[src/rtl/ifetch_pkg.sv]
// Shared constants and types for the instruction fetch stage.
package ifetch_pkg;

  localparam int INST_W = 32;
  localparam logic [INST_W-1:0] NOP_INST = 32'h0000_0013;
  localparam logic [31:0] DEFAULT_RESET_PC = 32'h0000_0000;

  typedef struct packed {
    logic [INST_W-1:0] inst;
    logic [31:0]       pc;
  } fetch_entry_t;

endpackage

[src/rtl/fetch_skid.sv]
// Skid entry that parks an unaccepted ROM response, plus the decode-facing output mux.
module fetch_skid
  import ifetch_pkg::*;
(
  input  logic              m_clock,
  input  logic              p_reset,
  input  logic              stall,
  input  logic              redirect,
  input  logic              resp_v,
  input  logic [31:0]       resp_pc,
  input  logic [INST_W-1:0] rom_rdata,
  output logic [INST_W-1:0] inst,
  output logic [31:0]       inst_pc,
  output logic              inst_valid
);

  logic         hold_v;
  fetch_entry_t hold_q;

  // The ROM word is only on the bus for one cycle, so a stalled response must be parked here.
  always_ff @(posedge m_clock or negedge p_reset) begin
    if (!p_reset) begin
      hold_v <= 1'b0;
      hold_q <= '0;
    end else if (redirect) begin
      hold_v <= 1'b0;
    end else if (stall) begin
      if (resp_v && !hold_v) begin
        hold_q <= '{inst: rom_rdata, pc: resp_pc};
        hold_v <= 1'b1;
      end
    end else begin
      hold_v <= 1'b0;
    end
  end

  always_comb begin
    inst_valid = (hold_v || resp_v) && !redirect;
    inst_pc    = hold_v ? hold_q.pc : resp_pc;
    inst       = NOP_INST;
    if (inst_valid) inst = hold_v ? hold_q.inst : rom_rdata;
  end

endmodule

[src/rtl/inst_fetch.sv]
// Instruction fetch: PC sequencing against a one-cycle-latency code ROM.
// Optional IFETCH_PERF_CNT_EN adds a consumed-instruction counter port fetch_count.
module inst_fetch
  import ifetch_pkg::*;
#(
  parameter logic [31:0] RESET_PC = DEFAULT_RESET_PC
) (
  input  logic              m_clock,
  input  logic              p_reset,
  output logic [31:0]       rom_addr,
  input  logic [INST_W-1:0] rom_rdata,
  input  logic              stall,
  input  logic              redirect,
  input  logic [31:0]       redirect_pc,
  output logic [INST_W-1:0] inst,
  output logic [31:0]       inst_pc,
  output logic              inst_valid
`ifdef IFETCH_PERF_CNT_EN
  ,
  output logic [31:0]       fetch_count
`endif
);

  logic [31:0] pc_q;
  logic [31:0] resp_pc;
  logic        resp_v;

  assign rom_addr = {pc_q[31:2], 2'b00};

  // On stall the same address is reissued so the ROM response after release is the right one.
  always_ff @(posedge m_clock or negedge p_reset) begin
    if (!p_reset) begin
      pc_q    <= RESET_PC;
      resp_v  <= 1'b0;
      resp_pc <= '0;
    end else if (redirect) begin
      pc_q   <= redirect_pc & 32'hFFFF_FFFC;
      resp_v <= 1'b0;
    end else if (stall) begin
      resp_v <= 1'b0;
    end else begin
      pc_q    <= pc_q + 32'd4;
      resp_v  <= 1'b1;
      resp_pc <= pc_q;
    end
  end

  fetch_skid u_skid (
    .m_clock    (m_clock),
    .p_reset    (p_reset),
    .stall      (stall),
    .redirect   (redirect),
    .resp_v     (resp_v),
    .resp_pc    (resp_pc),
    .rom_rdata  (rom_rdata),
    .inst       (inst),
    .inst_pc    (inst_pc),
    .inst_valid (inst_valid)
  );

`ifdef IFETCH_PERF_CNT_EN
  always_ff @(posedge m_clock or negedge p_reset) begin
    if (!p_reset) fetch_count <= '0;
    else if (inst_valid && !stall) fetch_count <= fetch_count + 32'd1;
  end
`endif

endmodule

[config.mk]
export PLATFORM = sky130hd
export DESIGN_NAME = inst_fetch
export DESIGN_NICKNAME = d
export VERILOG_FILES = /design/src/rtl/ifetch_pkg.sv /design/src/rtl/fetch_skid.sv /design/src/rtl/inst_fetch.sv
export SDC_FILE = /design/constraint.sdc
export NUM_CORES = 1
export LEC_CHECK = 0
export CORE_UTILIZATION = 45
export DETAILED_ROUTE_END_ITERATION = 12
export PLACE_DENSITY = 0.82
export SYNTH_ARGS = -nofsm -noshare
export SYNTH_HDL_FRONTEND = slang
export SYNTH_HIERARCHICAL = 1
export SYNTH_SLANG_ARGS = --single-unit
[constraint.sdc]
create_clock -name m_clock -period 1.61 [get_ports m_clock]
set_input_delay 0.322 -clock m_clock [delete_from_list [all_inputs] [get_ports m_clock]]
set_output_delay 0.322 -clock m_clock [all_outputs]
set_load 0.05 [all_outputs]
==> results_dict.tcl <==
set metrics [dict create \
    cts_inserted_buffers 17 \
    seq_area_frac_synth_pct 47.4 \
    power_density_nw_per_um2 1090 \
    core_area_um2 14500 \
    clock_tree.htree_level_count 4 \
    initial_core_util_pct 46.0 \
    finalNetCount 850 \
    grt_pass1_wl_mm 28.9 \
    final_hold_viols 0 \
    port-buffer-count 160 \
    routedWlPerCell_um 19.7 \
    critical_path.endpoint_type "output port" \
    critPathArrivalTime_ps 1680 \
    cts_num_sinks 126 \
    num_io_pins 165 \
    standard_cell_row_count 44 \
    dieArea_um2 15300 \
    most_used_standard_cells_in_the_synthesized_netlist "sky130_fd_sc_hd__dfrtp_1, sky130_fd_sc_hd__mux2_2, sky130_fd_sc_hd__nand2_1" \
    hold_slack_ps 383 \
    fin_area_um2 10700 \
    maxClockFrequency_ghz 0.500 \
    ys_warn_count 6 \
    synth_cell_types 43 \
    synthesis.area_per_instance_um2 11.9 \
    bufs_on_longest_clock_path 2 \
    synth_largest_type_area_fraction_pct 47.4 \
    synth.cell_area_um2 6660 \
    synth_top_flop_cell "sky130_fd_sc_hd__dfrtp_1" \
    violations_in_the_final_reports "negative setup slack" \
    die_width_um 124 \
    max_cap_viol_count 0 \
    critical_path_peak_fanout 48 \
    timing.final.crit_share_pct 124 \
    layout-drive-gt1-share_pct 52.5 \
    n_antenna_cell 0 \
    timing.final.setup_violations 76 \
    critical_path_required_ps 1290 \
    timing.critical_path.from_type "flip-flop" \
    drt_pass1_iterations 5 \
    final_max_slew_viol_count 0 \
    ir_drop_mv 0.903 \
    gpl.final_weighted_congestion 0.859 \
    global_route.overflow_total 0 \
    worst_hold_path_type "in -> async" \
    fin_skew_ps 14.2 \
    asyncSetResetFlopFracSynth_pct 100 \
    drt_wl_total_mm 19.3 \
    global_route.usage.total_pct 25.0 \
    clk-insertion-delay-late_ps 420 \
    criticalPathCategory "reg -> out" \
    setup_repair_after_global_routing_missed_its_margin "true" \
    total_power_mw 11.6 \
    synth.ff_latch_count 126 \
    clock-root-buffer "sky130_fd_sc_hd__clkbuf_16" \
    antenna_violation_net_count_after_detailed_routing 0 \
    synthToLayoutAreaGrowth_pct 60.4 \
    antenna_found_initial 0 \
    post-synth-top-count-cell "sky130_fd_sc_hd__dfrtp_1" \
    post_synth_inst_count 559 \
    via_count_of_the_first_global_routing_pass 5643 \
    grt_start_max_net_pins 56 \
    rrSetupSlack_ps -110 \
    drt-initial-drc-count 437 \
    worst_r2r_path_depth 5 \
    hpwlAfterDp_mm 12.9 \
    route.vias.total 5554 \
    synth_top_cell_by_area "sky130_fd_sc_hd__dfrtp_1" \
    placement.cell_area_um2 9760 \
    routed_via_density 5.68 \
    ys_top_cells_by_area "sky130_fd_sc_hd__dfrtp_1, sky130_fd_sc_hd__mux2_4, sky130_fd_sc_hd__mux2_2, sky130_fd_sc_hd__nand2_1, sky130_fd_sc_hd__nand3b_1" \
    cts.reportedPaths.clkPinSlew_ps 50 \
    outcome "complete, but fails checks" \
    synth_edf_count 0 \
    min_period_ps 2000 \
    finalWorstSetupSlack_ps -388 \
    cts_tree "built" \
    die_height_um 124 \
    power_leakage_nw 4.39 \
    post-route-drc-count 0 \
]
## cell families after synthesis
family | share of synthesized area (%)
AOI/OAI and AO/OA | 6.93
xor gates and xnor gates | 1.18
adders and majority gates | 0.188
buffers and inverters | 4.45
DFF | 47.4
muxes | 24.8
other | 0.0563
and+or+nand+nor | 15.0
## path summary, 6_finish.rpt
check                            startpoint                 to
setup reg to reg                   pc_q[18]           pc_q[27]
hold reg to reg            u_skid/hold_q[7]   u_skid/hold_q[7]
setup / recovery              u_skid/hold_v            inst[9]
min in group m_clock               redirect            pc_q[4]
hold / removal                      p_reset  u_skid/hold_q[53]
max in group asynchronous           p_reset  u_skid/hold_q[31]
## critical path: stages (launching register included)
cell,delay (ps)
sky130_fd_sc_hd__dfrtp_2,470
sky130_fd_sc_hd__buf_12,200
sky130_fd_sc_hd__nand3b_1,220
sky130_fd_sc_hd__a21oi_4,210
sky130_fd_sc_hd__buf_12,150
## through the flow
stage          TNS, ps  setup slack [ps]  std cells  utilization, %
2_1_floorplan     -892              -144        564               -
3_3_place_gp    -35270              -477        931            67.4
3_5_place_dp    -37770              -534        931            67.4
4_1_cts         -22650              -395        971            72.4
5_1_grt         -26620              -451        977            73.7
6_report        -22010              -388        977            73.7
## power breakdown
| group | total, mW | internal, mW | switching, mW |
|---|---|---|---|
| clock network | 3.35 | 2.07 | 1.28 |
| logic | 3.92 | 1.99 | 1.93 |
| registers | 4.33 | 3.86 | 0.469 |
| total | 11.6 | 7.93 | 3.67 |
## layout by cell type (no fill, tap or decap), types with 4 or more instances in the layout
cell type | synthesis | final
sky130_fd_sc_hd__or4_1 | 9 | 4
sky130_fd_sc_hd__buf_12 | 6 | 69
sky130_fd_sc_hd__buf_4 | 4 | 77
sky130_fd_sc_hd__nand4_1 | 8 | 8
sky130_fd_sc_hd__nand3_2 | 0 | 4
sky130_fd_sc_hd__nor2b_1 | 5 | 4
sky130_fd_sc_hd__nand3b_1 | 29 | 29
sky130_fd_sc_hd__clkbuf_16 | 0 | 17
sky130_fd_sc_hd__conb_1 | 1 | 6
sky130_fd_sc_hd__dfrtp_1 | 126 | 100
sky130_fd_sc_hd__a21oi_4 | 0 | 28
sky130_fd_sc_hd__clkdlybuf4s50_1 | 0 | 62
sky130_fd_sc_hd__or3_1 | 4 | 4
sky130_fd_sc_hd__mux2_2 | 66 | 51
sky130_fd_sc_hd__o211ai_1 | 10 | 10
sky130_fd_sc_hd__nand3_1 | 15 | 11
sky130_fd_sc_hd__nor3b_1 | 5 | 4
sky130_fd_sc_hd__nand2_1 | 62 | 60
sky130_fd_sc_hd__xor2_1 | 6 | 6
sky130_fd_sc_hd__nor2_1 | 14 | 11
sky130_fd_sc_hd__buf_6 | 1 | 31
sky130_fd_sc_hd__or4_4 | 0 | 5
sky130_fd_sc_hd__o21ai_0 | 12 | 12
sky130_fd_sc_hd__dfrtp_2 | 0 | 25
sky130_fd_sc_hd__mux2_4 | 60 | 75
sky130_fd_sc_hd__clkbuf_1 | 21 | 9
sky130_fd_sc_hd__a31oi_1 | 10 | 8
sky130_fd_sc_hd__o31ai_1 | 7 | 4
## state kept, by name, indices dropped and copies added, names as in the netlist
signal and cells:
resp_v 1, u_skid/hold_q 64, resp_pc 30, pc_q 30
u_skid/hold_v 1
## repair_timing
action	4_1_cts	5_1_grt
hold buffers	1	0
gates resized for setup	40	35
setup buffers	8	8
endpoints found under the hold margin	21	0
cloned	0	0
pin swaps	11	14
endpoints found under the setup margin	77	80
## layout make-up
cell class,instances,area [um2]
clock buffers,29,500
clock inverters,2,10.0
fillers,890,3800
inverters,1,3.75
multi-input cells,394,3800
flip-flops and latches,126,3190
well taps,184,230
repair buffers,241,2950
## metal layers
layer  up-vias  routed length [um]  track usage [%]  part of all wire, %
met4         0                 613             9.64                  3.2
li1       2461                   -                -                    -
met3        58                1220             4.99                  6.3
met2       266                9440             40.7                   49
met1      2769                8000             32.8                   42
met5         -                   0                0                    0
(Power assumes the default switching activity.)
